**src/rtl/dvi_timing_ctrl.sv**
```systemverilog
// DVI video timing controller: raster counters, fetch-ahead request stage and a
// latency-matched display stage producing vsync/hsync/den/rgb for the TMDS path.
module dvi_timing_ctrl #(
  parameter int H_ACTIVE   = 640,
  parameter int H_FP       = 16,
  parameter int H_SYNC     = 96,
  parameter int H_BP       = 48,
  parameter int V_ACTIVE   = 480,
  parameter int V_FP       = 10,
  parameter int V_SYNC     = 2,
  parameter int V_BP       = 33,
  parameter int H_SYNC_POL = 0,
  parameter int V_SYNC_POL = 0,
  parameter int FETCH_LAT  = 2,
  parameter int RGB_BITS   = 6,
  parameter int X_BITS     = 11,
  parameter int Y_BITS     = 10
) (
  input  logic                clk_pix,
  input  logic                rst_pix,
  input  logic                en,
  output logic                fetch_req,
  output logic [X_BITS-1:0]   fetch_x,
  output logic [Y_BITS-1:0]   fetch_y,
  input  logic [RGB_BITS-1:0] pix_r,
  input  logic [RGB_BITS-1:0] pix_g,
  input  logic [RGB_BITS-1:0] pix_b,
  output logic                frame_start,
  output logic                line_start,
  output logic                vblank,
  output logic                vsync,
  output logic                hsync,
  output logic                den,
  output logic [RGB_BITS-1:0] r,
  output logic [RGB_BITS-1:0] g,
  output logic [RGB_BITS-1:0] b
);

  localparam int H_TOTAL = H_ACTIVE + H_FP + H_SYNC + H_BP;
  localparam int V_TOTAL = V_ACTIVE + V_FP + V_SYNC + V_BP;

  localparam logic [X_BITS-1:0] H_ACT_L  = X_BITS'(H_ACTIVE);
  localparam logic [X_BITS-1:0] H_SS_L   = X_BITS'(H_ACTIVE + H_FP);
  localparam logic [X_BITS-1:0] H_SE_L   = X_BITS'(H_ACTIVE + H_FP + H_SYNC);
  localparam logic [X_BITS-1:0] H_LAST_L = X_BITS'(H_TOTAL - 1);
  localparam logic [Y_BITS-1:0] V_ACT_L  = Y_BITS'(V_ACTIVE);
  localparam logic [Y_BITS-1:0] V_SS_L   = Y_BITS'(V_ACTIVE + V_FP);
  localparam logic [Y_BITS-1:0] V_SE_L   = Y_BITS'(V_ACTIVE + V_FP + V_SYNC);
  localparam logic [Y_BITS-1:0] V_LAST_L = Y_BITS'(V_TOTAL - 1);
  localparam logic              H_POL    = 1'(H_SYNC_POL);
  localparam logic              V_POL    = 1'(V_SYNC_POL);

  // Control flags travel as "asserted" bits; polarity is applied only at the output.
  typedef struct packed {
    logic den;
    logic hs;
    logic vs;
  } ctl_t;

  logic [X_BITS-1:0]   h_q, h_d;
  logic [Y_BITS-1:0]   v_q, v_d;
  logic                fetch_req_q, fetch_req_d;
  logic [X_BITS-1:0]   fetch_x_q, fetch_x_d;
  logic [Y_BITS-1:0]   fetch_y_q, fetch_y_d;
  logic                frame_start_q, frame_start_d;
  logic                line_start_q, line_start_d;
  logic                vblank_q, vblank_d;
  ctl_t                ctl_q [0:FETCH_LAT];
  ctl_t                ctl_d [0:FETCH_LAT];
  ctl_t                tap;
  logic                active;
  logic                den_q, den_d;
  logic                hsync_q, hsync_d;
  logic                vsync_q, vsync_d;
  logic [RGB_BITS-1:0] r_q, r_d;
  logic [RGB_BITS-1:0] g_q, g_d;
  logic [RGB_BITS-1:0] b_q, b_d;

  always_comb begin
    h_d = h_q;
    v_d = v_q;
    if (!en) begin
      h_d = '0;
      v_d = '0;
    end else if (h_q == H_LAST_L) begin
      h_d = '0;
      v_d = (v_q == V_LAST_L) ? '0 : v_q + 1'b1;
    end else begin
      h_d = h_q + 1'b1;
    end
  end

  always_comb begin
    active        = en && (h_q < H_ACT_L) && (v_q < V_ACT_L);
    fetch_req_d   = active;
    fetch_x_d     = active ? h_q : '0;
    fetch_y_d     = active ? v_q : '0;
    frame_start_d = active && (h_q == '0) && (v_q == '0);
    line_start_d  = active && (h_q == '0);
    vblank_d      = en && (v_q >= V_ACT_L);
  end

  // ctl_q[0] is the fetch-stage copy; ctl_q[FETCH_LAT] lines up with the returning pixel.
  always_comb begin
    ctl_d[0].den = active;
    ctl_d[0].hs  = en && (h_q >= H_SS_L) && (h_q < H_SE_L);
    ctl_d[0].vs  = en && (v_q >= V_SS_L) && (v_q < V_SE_L);
    for (int i = 1; i <= FETCH_LAT; i++) begin
      ctl_d[i] = ctl_q[i-1];
    end
  end

  always_comb begin
    tap     = ctl_q[FETCH_LAT];
    den_d   = tap.den;
    hsync_d = tap.hs ? H_POL : ~H_POL;
    vsync_d = tap.vs ? V_POL : ~V_POL;
    r_d     = tap.den ? pix_r : '0;
    g_d     = tap.den ? pix_g : '0;
    b_d     = tap.den ? pix_b : '0;
  end

  always_ff @(posedge clk_pix) begin
    if (rst_pix) begin
      h_q           <= '0;
      v_q           <= '0;
      fetch_req_q   <= 1'b0;
      fetch_x_q     <= '0;
      fetch_y_q     <= '0;
      frame_start_q <= 1'b0;
      line_start_q  <= 1'b0;
      vblank_q      <= 1'b0;
      for (int i = 0; i <= FETCH_LAT; i++) begin
        ctl_q[i] <= '0;
      end
      den_q   <= 1'b0;
      hsync_q <= ~H_POL;
      vsync_q <= ~V_POL;
      r_q     <= '0;
      g_q     <= '0;
      b_q     <= '0;
    end else begin
      h_q           <= h_d;
      v_q           <= v_d;
      fetch_req_q   <= fetch_req_d;
      fetch_x_q     <= fetch_x_d;
      fetch_y_q     <= fetch_y_d;
      frame_start_q <= frame_start_d;
      line_start_q  <= line_start_d;
      vblank_q      <= vblank_d;
      for (int i = 0; i <= FETCH_LAT; i++) begin
        ctl_q[i] <= ctl_d[i];
      end
      den_q   <= den_d;
      hsync_q <= hsync_d;
      vsync_q <= vsync_d;
      r_q     <= r_d;
      g_q     <= g_d;
      b_q     <= b_d;
    end
  end

  assign fetch_req   = fetch_req_q;
  assign fetch_x     = fetch_x_q;
  assign fetch_y     = fetch_y_q;
  assign frame_start = frame_start_q;
  assign line_start  = line_start_q;
  assign vblank      = vblank_q;
  assign den         = den_q;
  assign hsync       = hsync_q;
  assign vsync       = vsync_q;
  assign r           = r_q;
  assign g           = g_q;
  assign b           = b_q;

endmodule
```
**config.mk**
```make
export PLATFORM = sky130hd
export DESIGN_NAME = dvi_timing_ctrl
export DESIGN_NICKNAME = d
export VERILOG_FILES = /design/src/rtl/dvi_timing_ctrl.sv
export SDC_FILE = /design/constraint.sdc
export NUM_CORES = 1
export LEC_CHECK = 0
export CAP_MARGIN = 20
export CORE_AREA = 4 4 95 74
export CTS_CLUSTER_SIZE = 10
export DETAILED_ROUTE_END_ITERATION = 10
export DIE_AREA = 0 0 99 78
export PLACE_DENSITY = 0.7
export SLEW_MARGIN = 20
export SYNTH_ARGS = -nofsm -noshare
export SYNTH_HDL_FRONTEND = slang
export SYNTH_SLANG_ARGS = --single-unit
```
**constraint.sdc**
```tcl
create_clock -name clk_pix -period 2.33 [get_ports clk_pix]
set_input_delay 0.699 -clock clk_pix [delete_from_list [all_inputs] [get_ports clk_pix]]
set_output_delay 0.699 -clock clk_pix [all_outputs]
set_load 0.03 [all_outputs]
```
Yosys cells after proc, flatten, opt, wreduce, memory -nomap -nowiden. Memories as Yosys holds them, arrays and structs flattened. Index checks and enable logic that the tools add are counted.

Register bits after elaboration: 67. Bits in writable memories: 9. Bits of input ports: 21. Memories: 1.

Add/sub/neg operators: 2. Magnitude comparators: 7. Equality and inequality tests: 2. Muxes and demuxes: 9. Bitwise gates (word level): 6. Reduce and logical (&&, ||, !) cells: 15.

Memories: ctl_q (words 3, bits a word 3, read ports 3, clocked after memory_dff 0, wr ports 3, line 68) `ctl_t ctl_q [0:FETCH_LAT];`.

Operators by type and width (count): $lt 11x10->1 const B (2); $ge 10x9->1 const B (2); $lt 10x9->1 const B (2); $add 11x1->11 const B (1); $eq 11x10->1 const B (1); $ge 11x10->1 const B (1); $logic_not 11->1 (1); $add 10x1->10 const B (1); $eq 10x10->1 const B (1); $logic_not 10->1 (1); $mux 10 (1); $logic_and 1x1->1 (9); $mux 3 (3); $reduce_or 2->1 (3); $mux 1 (5); $not 1->1 (3); $or 1x1->1 (3); $reduce_or 3->1 (1).

Longest topological paths before layout.
Depth in word-level cells: 5. Depth in mapped cells: 7. Gate-level depth less buffers: 6.

Worst setup path before layout. OpenSTA, ideal clock, no wires.

Path type: reg-to-reg. Start point: register h_q[5]. End point: register v_q[8]. Library setup time: 0.069 ns. Data arrival time: 2.161 ns. Data required time: 2.261 ns. Setup slack: 0.100 ns. Cell stages (with the launch flop): 8. Buffers on the path: 3. Period minus slack after synthesis: 2.230 ns. Cells stage by stage: dfxtp_1 -> buf_4 -> or4_1 -> buf_2 -> or3_4 -> buf_6 -> or4_4 -> a21oi_2.

Cells in the longest elaborated chain, start to end: 1.

Ends and longest elaborated chain: start, declared (line 60) `logic [X_BITS-1:0] h_q, h_d;`; start signal, assigned (line 125) `h_q <= '0;`; start signal, assigned (line 143) `h_q <= h_d;`; $eq 11x10->1 (line 85) `end else if (h_q == H_LAST_L) begin`; end signal, assigned (line 144) `v_q <= v_d;`; end, declared (line 61) `logic [Y_BITS-1:0] v_q, v_d;`.

No other way between the ends. A chain may end at the register's enable or synchronous reset.

Worst setup path after layout.
Start point: register h_q[6]. End point: register v_q[7].

Same word-level chain as after synthesis.

==> tab_implementation.tex <==
\begin{tabular}{lr}
\hline
Metric & Value \\
\hline
\multicolumn{2}{l}{\textbf{Final layout}} \\
Net count reported at finish & 349 \\
Final non-filler cell area & 0.00354 sq mm \\
Antenna cell count & 0 \\
Fraction of final layout cells with drive strength greater than 1 & 9.73\% \\
Synthesis-to-finish area growth & 38.4\% \\
Non-filler cells in the finished layout & 410 \\
Most frequent cells in the layout & dfxtp\_1, clkdlybuf4s50\_1, and2\_1, nor2\_1, buf\_4 \\
Most frequent standard cell in the layout excluding fill and tap cells & dfxtp\_1 \\
\multicolumn{2}{l}{\textbf{Route}} \\
WL/cell & 13.5 um \\
First drt pass iteration count & 4 \\
Number of remaining DRC errors & 0 \\
Number of nets with antenna violations after detailed routing & 0 \\
Total detailed-routing wirelength & 5520 um \\
Iteration-0 DRC Markers & between 80 and 90 \\
Mean number of vias per cell & $\sim$4.7 \\
Total via count in the routed design & 1928 \\
\multicolumn{2}{l}{\textbf{Global route}} \\
Initial antenna violation count & 0 \\
Total grt overflow & 0 \\
Global-route wire length before repair & 8870 um \\
All-Layer GR Usage & 14.7\% \\
Number of global-route vias before repair & approximately 1800 \\
Pin count of the biggest net entering global routing & 20 \\
\multicolumn{2}{l}{\textbf{Floorplanning}} \\
Die Width & 99 um \\
Initial core utilization & 41.5\% \\
Floorplan die area & 0.00772 sq mm \\
Core region area & 0.00616 sq mm \\
Die Y-Extent & 78 um \\
I/O pins & 67 \\
Row count & 25 \\
\multicolumn{2}{l}{\textbf{STA}} \\
Worst-case headroom to the max-slew limit & 37.2\% \\
RSZ-0062 raised after global routing & false \\
Count of endpoints failing hold in the final timing report & 0 \\
Worst Max-Slew Pin Slew & around 0.94 ns \\
Hold WS & 0.383 ns \\
Worst clock skew & 0.00742 ns \\
Worst setup margin & 0.189 ns \\
Max Clock Freq & 467 MHz \\
Final setup vio count & 0 \\
Final period utilization & 91.9\% \\
Max-slew violation count & 0 \\
Fin crit period & 2.14 ns \\
Total Negative Setup Slacks & 0 ns \\
\multicolumn{2}{l}{\textbf{Flow run}} \\
Max-capacitance violation count & 0 \\
\multicolumn{2}{l}{\textbf{Hold path}} \\
Path class of the lowest-slack min-delay path & reg2reg \\
Startpoint of the tightest hold check path & ctl\_q[0][6]\$\_SDFF\_PP0\_ \\
\multicolumn{2}{l}{\textbf{Clock tree}} \\
Clock sinks & 75 \\
Longest Clk Path Bufs & 2 \\
Num CTS Buffers & 9 \\
CTS HTree Levels & 3 \\
Number of cells upsized or downsized after cts & 0 \\
Clock slew at reported path FFs & 0.08 ns \\
Clock latency on the worst-skew pair & between 0.3 and 0.4 ns \\
Clock tree from TritonCTS & yes \\
Root buffer selected by CTS & clkbuf\_8 \\
\multicolumn{2}{l}{\textbf{Placed design}} \\
Placed insts & roughly 400 \\
Number of buffer cells added on primary ports & 66 \\
Post-placement cell area & 0.00332 sq mm \\
Placed wire-length estimate & $\sim$4000 um \\
Setup slack after placement & approximately 0.058 ns \\
Final RePlAce weighted congestion & 0.829 \\
\multicolumn{2}{l}{\textbf{Worst setup path}} \\
Type of the setup path with the least slack & reg2reg \\
Critical path origin & h\_q[6]\$\_SDFF\_PP0\_ \\
Worst-path cell chain & or4\_1 > or4\_1 > or3\_1 > a21oi\_1 \\
Most frequent cell on the critical path & or4\_1 \\
CP arrival & 2.43 ns \\
Origin of the critical flop-to-flop path & h\_q[6]\$\_SDFF\_PP0\_ \\
Category of the worst setup path launch point & flip-flop \\
Delay of the slowest critical-path stage & 0.63 ns \\
Max stage delay cell, worst path & or4\_1 \\
Worst EP required & 2.62 ns \\
Max FO, Critical Path & 9 \\
Worst Setup End Kind & flip-flop \\
\multicolumn{2}{l}{\textbf{Power and ir drop}} \\
Power per cell area & 683 mW/mm\^{}2 \\
Static leakage & 1.31 nW \\
Worst supply voltage drop on vdd & 335 uV \\
\multicolumn{2}{l}{\textbf{Logic synthesis}} \\
Synth Cell Area & 0.00256 sq mm \\
Total of warnings raised by yosys & 0 \\
Number of register bits inferred by synthesis & 75 \\
Number of instances in the synthesized netlist & 251 \\
Register area share after synthesis & 58.7\% \\
Average instance area after synthesis & between 10 and 15 sq um \\
Post-synth cell types & 34 \\
\multicolumn{2}{l}{\textbf{Outcome}} \\
Outcome & finished clean \\
\hline
\end{tabular}
## cells by family (layout without fill, tap and decap cells)
kind of cell	count (synthesis)	count (layout)	share of synthesized area, %
other	1	2	0.146
AND/OR/NAND/NOR	122	122	27.6
adder cells (fa/ha/maj)	4	4	1.96
AO/OA/AOI/OAI	11	11	2.54
flip-flops	75	75	58.7
XOR/XNOR	14	14	4.79
buffers and inverters	24	101	4.35
## area by class of cell
class / instances / area, sq um
fill: 534 / 2620
timing repair buffer: 79 / 758
sequential: 75 / 1500
clock inverter: 7 / 83.8
clock buffer: 9 / 124
tap: 81 / 101
inverter: 6 / 22.5
multi-input combinational: 153 / 951
## layer usage
metal | track usage (%) | vias up | part of all wire, %
li1 | - | 967 | -
met1 | 18.8 | 889 | 45
met2 | 22.6 | 65 | 46
met3 | 6.02 | 7 | 7.7
met4 | 4.77 | 0 | 1.0
met5 | 0 | - | 0
## critical path, delay by kind of cell, from the launching register on
family	cells	cell delay, ns
flip-flops	1	0.39
AO/OA/AOI/OAI	1	0.13
AND/OR/NAND/NOR	3	1.57
## stage by stage
stage | utilization, % | power, mW
floorplan | - | 1.37
global placement | 53.9 | 1.43
detailed placement | 53.9 | 1.43
CTS | 57.2 | 2.46
global route | 57.5 | 2.53
finish | 57.5 | 2.42
## Yosys cell counts (all sizes together)
cell | n | area share [%]
a21oi | 5 | 1.1
a41oi | 1 | 0.34
and2 | 37 | 9.0
and3 | 4 | 0.98
and4 | 3 | 1.0
and4b | 1 | 0.39
buf | 6 | 1.7
clkbuf | 12 | 1.8
conb | 1 | 0.15
dfxtp | 75 | 59
ha | 4 | 2.0
inv | 6 | 0.88
nand2 | 6 | 0.88
nand2b | 3 | 0.73
nand3 | 11 | 2.2
nand4 | 9 | 2.2
nor2 | 19 | 2.8
nor2b | 10 | 2.4
nor3 | 6 | 1.2
nor4 | 6 | 1.5
nor4b | 1 | 0.34
o21ai | 4 | 0.78
o31ai | 1 | 0.29
or3 | 3 | 0.93
or4 | 3 | 1.0
xnor2 | 9 | 3.1
xor2 | 5 | 1.7
## timing repair
item | CTS | global route
hold buffers | 0 | 0
setup endpoints to repair | 0 | 1
buffers inserted | 0 | 2
## state kept, by name, summed over array words and instances, names as in the netlist
name         flops
frame_start      1
h_q             11
line_start       1
v_q             10
fetch_y         10
den              1
hsync            1
vsync            1
g                6
ctl_q            9
fetch_x         11
b                6
r                6
vblank           1
## where the power goes
| part | switching [mW] | internal, mW | leakage, nW | total [mW] |
|---|---|---|---|---|
| clock network | 0.507 | 0.512 | 0.102 | 1.02 |
| registers | 0.00493 | 1.29 | 0.606 | 1.30 |
| logic | 0.0456 | 0.0568 | 0.598 | 0.102 |
## path summary, 6_finish.rpt
kind / to / slack, ns / cells after the start
max: v_q[7]$_SDFFE_PP0P_ / 0.19 / 4
min: vsync$_SDFF_PP1_ / 0.38 / 1
min reg2reg: vsync$_SDFF_PP1_ / 0.38 / 1
max reg2reg: v_q[7]$_SDFFE_PP0P_ / 0.19 / 4
No activity file was read; power rests on OpenSTA's default activity.
